### src/rtl/fetch_buffer.sv
// Instruction fetch front-end: owns the fetch PC, issues imem word reads and queues {inst, pc} in a small FIFO.
// Optional macro FETCH_BUF_BYPASS_EN lets a response arriving at an empty FIFO drive the outputs in the same cycle.
module fetch_buffer #(
  parameter int          DEPTH    = 4,
  parameter logic [31:0] RESET_PC = 32'h0000_0000
) (
  input  logic                     clk,
  input  logic                     rst,
  input  logic                     redirect_i,
  input  logic [31:0]              redirect_pc_i,
  output logic                     imem_req_o,
  output logic [31:0]              imem_addr_o,
  input  logic [31:0]              imem_rdata_i,
  output logic                     inst_valid_o,
  input  logic                     inst_ready_i,
  output logic [31:0]              inst_o,
  output logic [31:0]              inst_pc_o,
  output logic [31:0]              inst_pc4_o,
  output logic [$clog2(DEPTH):0]   count_o
);

  localparam int              PW      = $clog2(DEPTH);
  localparam int              CW      = PW + 1;
  localparam logic [CW:0]     DEPTH_W = (CW+1)'(DEPTH);

  logic [31:0]   r_fetch_pc;
  logic [31:0]   r_mem_inst [DEPTH];
  logic [31:0]   r_mem_pc   [DEPTH];
  logic [PW-1:0] r_wr_ptr;
  logic [PW-1:0] r_rd_ptr;
  logic [CW-1:0] r_count;
  logic          r_infl;
  logic [31:0]   r_infl_pc;
  logic          r_infl_kill;

  logic [CW:0]   w_occ;
  logic          w_req;
  logic          w_resp;
  logic          w_bypass;
  logic          w_pop;
  logic          w_wr;
  logic          w_rd;
  logic          w_unused;

  assign w_unused = &{1'b0, redirect_pc_i[1:0]};

  // Registered count plus the in-flight slot: conservative, so the FIFO can never overflow.
  assign w_occ  = {1'b0, r_count} + {{CW{1'b0}}, r_infl};
  assign w_req  = !rst && !redirect_i && (w_occ < DEPTH_W);
  assign w_resp = r_infl && !r_infl_kill && !redirect_i;

`ifdef FETCH_BUF_BYPASS_EN
  assign w_bypass   = w_resp && (r_count == '0);
  assign inst_o     = w_bypass ? imem_rdata_i : r_mem_inst[r_rd_ptr];
  assign inst_pc_o  = w_bypass ? r_infl_pc    : r_mem_pc[r_rd_ptr];
`else
  assign w_bypass   = 1'b0;
  assign inst_o     = r_mem_inst[r_rd_ptr];
  assign inst_pc_o  = r_mem_pc[r_rd_ptr];
`endif

  assign inst_valid_o = (r_count != '0) || w_bypass;
  assign inst_pc4_o   = inst_pc_o + 32'd4;
  assign imem_req_o   = w_req;
  assign imem_addr_o  = r_fetch_pc;
  assign count_o      = r_count;

  // Redirect outranks both pop and push; a bypassed entry that is consumed is never stored.
  assign w_pop = inst_valid_o && inst_ready_i && !redirect_i;
  assign w_wr  = w_resp && !(w_bypass && w_pop);
  assign w_rd  = w_pop && !w_bypass;

  always_ff @(posedge clk or posedge rst) begin
    if (rst) begin
      r_fetch_pc  <= RESET_PC;
      r_wr_ptr    <= '0;
      r_rd_ptr    <= '0;
      r_count     <= '0;
      r_infl      <= 1'b0;
      r_infl_pc   <= '0;
      r_infl_kill <= 1'b0;
    end else begin
      r_infl      <= w_req;
      r_infl_kill <= redirect_i;
      if (w_req) begin
        r_infl_pc  <= r_fetch_pc;
      end
      if (redirect_i) begin
        r_fetch_pc <= {redirect_pc_i[31:2], 2'b00};
        r_wr_ptr   <= '0;
        r_rd_ptr   <= '0;
        r_count    <= '0;
      end else begin
        if (w_req) begin
          r_fetch_pc <= r_fetch_pc + 32'd4;
        end
        if (w_wr) begin
          r_wr_ptr <= r_wr_ptr + PW'(1);
        end
        if (w_rd) begin
          r_rd_ptr <= r_rd_ptr + PW'(1);
        end
        case ({w_wr, w_rd})
          2'b10:   r_count <= r_count + CW'(1);
          2'b01:   r_count <= r_count - CW'(1);
          default: r_count <= r_count;
        endcase
      end
    end
  end

  always_ff @(posedge clk or posedge rst) begin
    if (rst) begin
      for (int i = 0; i < DEPTH; i++) begin
        r_mem_inst[i] <= '0;
        r_mem_pc[i]   <= '0;
      end
    end else if (w_wr) begin
      r_mem_inst[r_wr_ptr] <= imem_rdata_i;
      r_mem_pc[r_wr_ptr]   <= r_infl_pc;
    end
  end

endmodule

### config.mk
export PLATFORM = sky130hd
export DESIGN_NAME = fetch_buffer
export DESIGN_NICKNAME = d
export VERILOG_FILES = /design/src/rtl/fetch_buffer.sv
export SDC_FILE = /design/constraint.sdc
export NUM_CORES = 1
export LEC_CHECK = 0
export ABC_AREA = 0
export BUFFER_PORTS_ARGS = -buffer_cell sky130_fd_sc_hd__buf_2
export CAP_MARGIN = 0
export CORE_ASPECT_RATIO = 0.8
export CORE_MARGIN = 1.5
export CORE_UTILIZATION = 60
export DETAILED_ROUTE_END_ITERATION = 7
export HOLD_SLACK_MARGIN = 0.02
export PLACE_DENSITY = 0.89
export SYNTH_ARGS = -nofsm -noshare
export SYNTH_HDL_FRONTEND = slang
export SYNTH_SLANG_ARGS = --single-unit
export TNS_END_PERCENT = 10
### constraint.sdc
create_clock -name clk -period 26.5 [get_ports clk]
set_input_delay 3.975 -clock clk [delete_from_list [all_inputs] [get_ports clk]]
set_output_delay 3.975 -clock clk [all_outputs]
set_load 0.02 [all_outputs]
==> impl_metrics.env <==
export IMPL_synth_area_per_cell_um2=13.4
export IMPL_rsz0062_at_grt="false"
export IMPL_critical_path_required_ns=22.52
export IMPL_cts_resized=0
export IMPL_grt_max_degree=179
export IMPL_synth_most_common_cell="dfrtp_1"
export IMPL_synth_top_family_by_area="multiplexers"
export IMPL_critical_path_startpoint_type="input port"
export IMPL_die_height_um=143
export IMPL_grt_pass1_vias=10100
export IMPL_die_area_um2=25600
export IMPL_antenna_left=0
export IMPL_leakage_uw=0.00821
export IMPL_status="complete, no violations"
export IMPL_ys_warnings_count=0
export IMPL_fin_crit_ns=10.15
export IMPL_arrival_ns=6.18
export IMPL_synth_common_cells="dfrtp_1, mux2_2, nand2_1"
export IMPL_vias_per_cell=6.13
export IMPL_synthSimpleGateAreaFrac=0.0858
export IMPL_grt_util_met1=0.382
export IMPL_internal_power_uw=1090
export IMPL_post_cts_setup_buffers=0
export IMPL_nets=1340
export IMPL_setup_viol=0
export IMPL_grt_busiest_layer="met2"
export IMPL_synth_compound_area_frac=0.0358
export IMPL_max_freq_ghz=0.0985
export IMPL_crit_type="input port to primary output"
export IMPL_netlist_area_leader_share=0.536
export IMPL_cts_path_max_buffers=3
export IMPL_syn_area_um2=14800
export IMPL_placed_cells=1551
export IMPL_fin_setup_tns_ns=0
export IMPL_num_rows=51
export IMPL_cts_tree="yes"
export IMPL_drive_gt1_frac=0.445
export IMPL_hold_violations=0
export IMPL_core_area_um2=24200
export IMPL_tightest_slew_ns=1.23
export IMPL_cts_htree_levels=1
export IMPL_syn_to_final_growth_pct=14.7
export IMPL_synth_top_cell_by_area="dfrtp_1"
export IMPL_grt_pass1_wl_um=54800
export IMPL_synth_xor_area_frac=0.0201
export IMPL_design_area_um2=17000
export IMPL_start_util=0.610
export IMPL_boundaryPins=201
export IMPL_yosysSeqAreaShare=0.536
export IMPL_portBuffers=192
export IMPL_share_comb_of_total_power=0.331
export IMPL_async_flop_share=1.00
export IMPL_met2_usage=0.439
export IMPL_ys_ff_latch=317
export IMPL_vias=9860
export IMPL_synth_edf_count=0
export IMPL_gp_congestion=0.885
export IMPL_p_seq_frac=0.401
export IMPL_synth_cells=1104
export IMPL_hold_path_depth=1
export IMPL_clk_insertion_delay_late_ns=0.56
export IMPL_gr_total_overflow=0
export IMPL_reg2reg_depth=8
export IMPL_maxCapViolCount=0
export IMPL_post_drt_wl_per_cell_um=21.5
export IMPL_stdcell_count=1609
export IMPL_cts_hold_buf=0
export IMPL_grt_util_met3=0.0616
export IMPL_n_fill_cell=1592
export IMPL_fin_skew_ns=0.0145
export IMPL_drt_iter0_drc=694
export IMPL_p_switching_uw=604
export IMPL_end_kind="primary output"
export IMPL_report_final_slew_viol_count=0
export IMPL_swShare=0.356
export IMPL_place_area_um2=15900
export IMPL_grt_usage=0.277
export IMPL_post_route_period_util=0.383
export IMPL_ys_flop_type="dfrtp_1"
export IMPL_synthAdderAreaFrac=0.00643
export IMPL_dr_pass1_iters=5
export IMPL_grt_antenna_before_repair=3
export IMPL_cts_buffers=30
export IMPL_crit_fanout=74
export IMPL_p_clk_frac=0.267
export IMPL_synth_area_top_cells="dfrtp_1, mux2_2, mux4_2, nand2_1, mux4_1"
export IMPL_die_w_um=179
export IMPL_ys_types=55
export IMPL_root_buffer="clkbuf_16"
export IMPL_path_clk_slew_ns=0.06
export IMPL_max_slew_margin=0.180
export IMPL_vdd_drop_max_v=0.0000675
export IMPL_cts_sinks=317
export IMPL_min_path_type="register to register"
export IMPL_p_per_area_nw_per_um2=100
export IMPL_dpl_hpwl_um=21300
export IMPL_muxShareOfSynthArea=0.287
export IMPL_routed_wl_um=34600
export IMPL_drc=0
routing by layer:
| layer | part of all wire | up-vias |
|---|---|---|
| met1 | 0.41 | 5068 |
| met4 | 0.025 | 0 |
| met3 | 0.079 | 63 |
| li1 | - | 4328 |
| met2 | 0.48 | 401 |
| met5 | 0 | - |
registers in the layout (all words and copies together), names as in the netlist:
name,cells
r_infl_pc,30
r_infl,1
r_mem_pc,120
r_rd_ptr,2
imem_addr_o,30
r_wr_ptr,2
r_infl_kill,1
r_mem_inst,128
count_o,3
final cells by class:
cell class / instances / area (um^2) / share of cell area
flip-flops and latches: 317 / 7940 / 0.468
repair buffers: 203 / 1060 / 0.0623
diodes: 3 / 7.51 / 0.000443
multi-input cells: 702 / 6460 / 0.381
clock inverters: 16 / 190 / 0.0112
clock buffers: 39 / 866 / 0.0510
well taps: 318 / 398 / 0.0235
inverters: 11 / 48.8 / 0.00288
stage by stage:
step | util | power, uW | setup WS (ns) | hold WS (ns)
final | 0.700 | 1700 | 16.35 | 0.503
after global routing | 0.699 | 1780 | 16.18 | 0.514
after CTS | 0.699 | 1700 | 16.41 | 0.505
after detailed placement | 0.656 | 1240 | 16.42 | 0.490
after global placement | 0.656 | 1220 | 16.41 | 0.481
after floorplan | - | 1060 | 13.75 | 0.472
cells in the final DEF (no fill, tap or decap), types with 3 or more instances in the layout:
| cell type | instances |
|---|---|
| buf_4 | 10 |
| nor3b_1 | 3 |
| clkbuf_16 | 31 |
| o21ai_0 | 31 |
| a221o_1 | 4 |
| diode_2 | 3 |
| a21o_1 | 3 |
| buf_2 | 192 |
| mux4_2 | 54 |
| and2_2 | 4 |
| mux2_2 | 248 |
| a41oi_1 | 4 |
| nor3_1 | 15 |
| a32oi_1 | 4 |
| clkinv_2 | 9 |
| nand3_1 | 20 |
| and4_1 | 5 |
| o211ai_1 | 5 |
| o311ai_0 | 8 |
| nor2_1 | 27 |
| nand2_1 | 132 |
| dfrtp_1 | 315 |
| nor4_1 | 5 |
| mux4_1 | 8 |
| xnor2_1 | 14 |
| and3_1 | 18 |
| and2_1 | 8 |
| conb_1 | 6 |
| bufinv_16 | 4 |
| a21oi_1 | 8 |
| a31oi_1 | 5 |
| clkbuf_8 | 6 |
| xor2_1 | 20 |
| inv_1 | 9 |
| ha_1 | 6 |
| nand4_1 | 14 |
power by group through the flow:
stage               Sequential (uW)  Clock [uW]  Combinational [uW]
finish                          681         453                 562
global route                    694         479                 604
CTS                             678         460                 566
detailed placement              683           0                 561
global placement                673           0                 546
floorplan                       647           0                 416
kinds of logic after synthesis:
group	count (synthesis)
xor+xnor	34
other cells	1
fa+ha+maj	7
flops	317
mux	312
compound gates	79
simple gates	264
buf+inv	90
worst paths after layout:
check	start	to	slack, ns
max	redirect_i	imem_req_o	16.35
min	r_mem_pc[45]	r_mem_pc[45]	0.50
max reg2reg	count_o[0]	imem_addr_o[31]	23.31
min reg2reg	r_mem_pc[45]	r_mem_pc[45]	0.50
max in group asynchronous	rst	r_mem_pc[27]	21.48
min in group asynchronous	rst	r_mem_inst[93]	3.60
worst max-delay path, cell delays in order:
cell	delay, ns
buf_2	0.66
nor3_1	0.21
nand2_2	0.12
buf_4	0.59
inv_1	0.08
buf_4	0.30
buf_2	0.22
Note: power is estimated with default switching activity, not from simulation.
